<file path="src/rtl/button_conditioner.sv">
// button_conditioner: two-flop sync, per-button debounce, press/release pulses, long-press reset_req on button 0.
// Define BTN_AUTOREPEAT_EN to add auto-repeat presses while a button is held.
module button_conditioner #(
  parameter int NUM_BTN = 4,
  parameter int DEBOUNCE_CYCLES = 50000,
  parameter int LONG_CYCLES = 25000000,
  parameter int REPEAT_DELAY = 12500000,
  parameter int REPEAT_PERIOD = 2500000
) (
  input  logic               sysclk,
  input  logic               reset,
  input  logic [NUM_BTN-1:0] btn_in,
  output logic [NUM_BTN-1:0] btn_level,
  output logic [NUM_BTN-1:0] btn_press,
  output logic [NUM_BTN-1:0] btn_release,
  output logic               reset_req
);
  localparam int DW = $clog2(DEBOUNCE_CYCLES + 1);
  localparam logic [DW-1:0] DB_LAST = DW'(DEBOUNCE_CYCLES - 1);
  localparam logic [25:0] LONG_LAST = 26'(LONG_CYCLES - 1);
  logic [NUM_BTN-1:0] s1, s, flip, level_next, rep;
  logic [DW-1:0] cnt [NUM_BTN];
  logic [25:0] long_cnt;
  always_comb begin
    flip = '0;
    for (int i = 0; i < NUM_BTN; i++) flip[i] = s[i] != btn_level[i] && cnt[i] == DB_LAST;
  end
  assign level_next = btn_level ^ flip;
  always_ff @(posedge sysclk) begin
    if (reset) begin
      s1 <= '0;
      s <= '0;
      btn_level <= '0;
      btn_press <= '0;
      btn_release <= '0;
      for (int i = 0; i < NUM_BTN; i++) cnt[i] <= '0;
    end else begin
      s1 <= btn_in;
      s <= s1;
      btn_level <= level_next;
      btn_press <= (flip & ~btn_level) | rep;
      btn_release <= flip & btn_level;
      for (int i = 0; i < NUM_BTN; i++) cnt[i] <= (s[i] == btn_level[i] || flip[i]) ? '0 : cnt[i] + 1'b1;
    end
  end
  // reset_req looks at the next level so it falls on the same edge as btn_level[0]
  always_ff @(posedge sysclk) begin
    if (reset) begin
      long_cnt <= '0;
      reset_req <= 1'b0;
    end else begin
      long_cnt <= !btn_level[0] ? '0 : long_cnt == LONG_LAST ? long_cnt : long_cnt + 1'b1;
      reset_req <= btn_level[0] && level_next[0] && long_cnt == LONG_LAST;
    end
  end
`ifdef BTN_AUTOREPEAT_EN
  localparam int RMAX = REPEAT_DELAY > REPEAT_PERIOD ? REPEAT_DELAY : REPEAT_PERIOD;
  localparam int RW = $clog2(RMAX + 1);
  localparam logic [RW-1:0] RD_LAST = RW'(REPEAT_DELAY - 1);
  localparam logic [RW-1:0] RP_LAST = RW'(REPEAT_PERIOD - 1);
  logic [RW-1:0] rcnt [NUM_BTN];
  logic [NUM_BTN-1:0] first, held;
  assign held = btn_level & level_next;
  always_comb begin
    rep = '0;
    for (int i = 0; i < NUM_BTN; i++) rep[i] = held[i] && rcnt[i] == (first[i] ? RD_LAST : RP_LAST);
  end
  // counter restarts on each repeat, so it never exceeds the larger interval
  always_ff @(posedge sysclk) begin
    if (reset) begin
      first <= '1;
      for (int i = 0; i < NUM_BTN; i++) rcnt[i] <= '0;
    end else begin
      first <= ~held | (first & ~rep);
      for (int i = 0; i < NUM_BTN; i++) rcnt[i] <= (!held[i] || rep[i]) ? '0 : rcnt[i] + 1'b1;
    end
  end
`else
  assign rep = '0;
`endif
endmodule

</file>
<file path="config.mk">
export PLATFORM = sky130hd
export DESIGN_NAME = button_conditioner
export DESIGN_NICKNAME = d
export VERILOG_FILES = /design/src/rtl/button_conditioner.sv
export SDC_FILE = /design/constraint.sdc
export NUM_CORES = 1
export LEC_CHECK = 0
export ABC_AREA = 1
export ABC_CLOCK_PERIOD_IN_PS = 1400
export CAP_MARGIN = 20
export CORE_UTILIZATION = 30
export DETAILED_ROUTE_END_ITERATION = 10
export DONT_BUFFER_PORTS = 1
export SYNTH_ARGS = -nofsm -noshare
export SYNTH_HDL_FRONTEND = slang
export SYNTH_SLANG_ARGS = --single-unit
</file>
<file path="constraint.sdc">
create_clock -name sysclk -period 1.4 [get_ports sysclk]
set_input_delay 0.28 -clock sysclk [delete_from_list [all_inputs] [get_ports sysclk]]
set_output_delay 0.28 -clock sysclk [all_outputs]
set_load 0.02 [all_outputs]
</file>
==> results of run 1 <==
-- per-layer routing --
metal	track usage (%)	wire, um	part of all wire, %
met5	0	0	0
met4	3.81	113	0.95
met3	3.44	466	3.9
met2	22.4	5660	48
met1	16.7	5630	47
-- worst paths after layout --
kind	startpoint	endpoint
hold reg to reg	s1[3]	s[3]
hold / removal	reset	s[2]
setup reg to reg	cnt[2][1]	cnt[2][15]
setup / recovery	cnt[2][1]	cnt[2][15]
-- cell usage in the layout, fill, tap and decap left out, drive strengths merged, types with 11 or more instances in the layout --
cell | netlist | final
nand2 | 167 | 168
nor2 | 161 | 161
dfxtp | 111 | 111
inv | 100 | 103
a21oi | 53 | 53
buf | 7 | 52
nand3 | 50 | 50
nor3 | 34 | 34
nand4 | 28 | 28
xnor2 | 14 | 14
xor2 | 14 | 14
o21ai | 14 | 14
clkbuf | 3 | 11
-- layout make-up --
| cell class | count | area, sq um | share of cell area, % |
|---|---|---|---|
| Multi-Input combinational cell | 551 | 3010 | 44.7 |
| Timing Repair Buffer | 54 | 492 | 7.30 |
| Inverter | 100 | 375 | 5.58 |
| Tap cell | 225 | 282 | 4.18 |
| Clock inverter | 6 | 100 | 1.49 |
| Clock buffer | 10 | 229 | 3.40 |
| Sequential cell | 111 | 2250 | 33.4 |
-- worst register-to-register path, cell delays in order (launching register included) --
cell,delay (ns)
dfxtp_2,0.36
ha_4,0.15
nand2_4,0.06
nor2_4,0.12
inv_2,0.05
nor2_4,0.12
nand3_4,0.09
nand2_4,0.11
clkbuf_16,0.15
a21oi_1,0.04
-- per-stage QoR --
| stage | power [mW] | TNS, ns |
|---|---|---|
| finish | 6.09 | 0 |
| global placement | 3.31 | 0 |
| global route | 6.34 | -0.764 |
| detailed placement | 3.31 | 0 |
| floorplan | 3.29 | 0 |
| CTS | 6.19 | 0 |
-- timing repair --
action,in CTS,in global routing
setup endpoints to repair,14,93
hold endpoints to repair,6,0
buffers inserted,0,5
pin swaps,0,15
hold buffers,1,0
resized for setup,1,97
gates cloned,0,2
-- kinds of logic after synthesis --
family          after synthesis  synth area share, %
compound gates               69                 6.59
fa+ha+maj                     5                 1.17
buf+inv                     110                 8.36
xor+xnor                     28                 4.58
flops                       111                 41.5
simple gates                448                 37.8
-- registers in the layout, indices dropped and copies added (netlist names), named ones only --
name / count
reset_req: 1
cnt: 64
long_cnt: 26
s1: 4
s: 4
btn_press: 4
btn_release: 4
-- power by group through the flow --
stage          registers [mW]  logic (mW)  clock network (mW)
6_report                 3.18      0.0844                2.83
4_1_cts                  3.17      0.0690                2.95
5_1_grt                  3.18      0.0947                3.07
3_3_place_gp             3.25      0.0644                   0
3_5_place_dp             3.25      0.0647                   0
2_1_floorplan            3.25      0.0440                   0
==> results_dict.tcl, run 1 <==
set metrics [dict create \
    slew_viol_final 0 \
    worstPathArrival_ns 1.60 \
    fin_nets 838 \
    yosysMostFrequentCell "nand2_1" \
    crit_path_max_incr_delay_ns 0.36 \
    ys_seq_area_share_pct 41.5 \
    ir_drop_mv 0.705 \
    synth_ff_type "dfxtp_1" \
    cp-end-kind "flip-flop" \
    drt-total-wl_mm 11.9 \
    syn_nets 782 \
    grt_pass1_wl_mm 19.7 \
    fin_util_pct 38.8 \
    die_width_um 136 \
    io_buffer_count 0 \
    grt-ovfl-total 0 \
    cp_max_fo 8 \
    antenna_found_initial 0 \
    pre_cts_slack_ns 0.0242 \
    clock_path_buffers 2 \
    worst_slack_ns 0.0340 \
    fin_area_sq_um 6730 \
    critical_path.startpoint_type "flip-flop" \
    worstPathBufferInverterCount 2 \
    clock_skew_ns 0.0102 \
    ys.warnings.count 0 \
    path_depth 9 \
    synth_area_sq_um 5360 \
    cts_sinks 111 \
    hold_ws_ns 0.0195 \
    p_comb_share_pct 1.4 \
    placed_cell_area_sq_um 5970 \
    area_growth_pct 25.7 \
    num-fill-cells 1782 \
    netlist_top_cells_area "dfxtp_1, nand2_1, nor2_1" \
    hold_viol 0 \
    worst_pin_slew_ns 0.390 \
    diodes 0 \
    ys_seq_elements 111 \
    routedWlPerCell_um 11.2 \
    placed_cells 1033 \
    first_global_vias 4373 \
    p_seq_share_pct 52.1 \
    syn_area_per_cell_sq_um 6.95 \
    layout.cells.non_filler 1057 \
    ant_nets 0 \
    intPower_mw 4.81 \
    core_sq_um 17400 \
    p_switching_mw 1.28 \
    worstRegToRegCells 9 \
    gp_congestion 0.877 \
    required_ns 1.64 \
    via_per_inst 4.58 \
    drt_iter0_drc 263 \
    layout-drive-gt1-share_pct 22.4 \
    start_util_pct 30.9 \
    final-setup-viol-count 0 \
    status "completed" \
    p_per_area_nw_per_um2 905 \
    synthArstFlopShare_pct 0 \
    crit_type "reg -> reg" \
    timing.max_slew.rel_slack_pct 73.8 \
    cts-root-buf "clkbuf_16" \
    via_count 4845 \
    dp_hpwl_mm 8.56 \
    finalCritPeriodShare_pct 97.6 \
    max_freq_mhz 732 \
    critPathSlowestCell "dfxtp_2" \
    die_h_um 136 \
    drc 0 \
    swShare_pct 21.1 \
    grt.total_usage_pct 13.4 \
    synthTopCellsByCount "nand2_1, nor2_1, dfxtp_1" \
    fin_crit_ns 1.37 \
    holdPathStages 1 \
    rsz0062_at_grt "true" \
    cap_violations 0 \
    numCtsBuffers 9 \
    synth_top_area_share_pct 41.5 \
    regToRegSetupSlack_ns 0.03 \
    io-pin-count 19 \
    p_leak_nw 2.20 \
    cts_tree "built" \
    crit_chain "ha_4 > nand2_4 > nor2_4 > inv_2 > nor2_4 > nand3_4 > nand2_4 > clkbuf_16 > a21oi_1" \
    hold_class "in -> reg" \
    clk_pin_slew_ns 0.07 \
    ys_types 30 \
    synth_edf_count 0 \
    num_rows 48 \
    yosysTopAreaCell "dfxtp_1" \
    dr.pass1.iters 5 \
    clk_latency_ns 0.35 \
    power_frac_clock_pct 46.5 \
    htree_levels 3 \
    crit_family "simple AND/OR/NAND/NOR gates" \
    syn-instance-count 771 \
    dieArea_sq_um 18400 \
    grt_max_degree 20 \
]
(Power assumes the default switching activity.)
==> run 2, diff against run 1 <==
- SLEW_MARGIN: unset -> 10
==> results of run 2 <==
No change in the layout: final DEF, timing and power equal those of run 1.
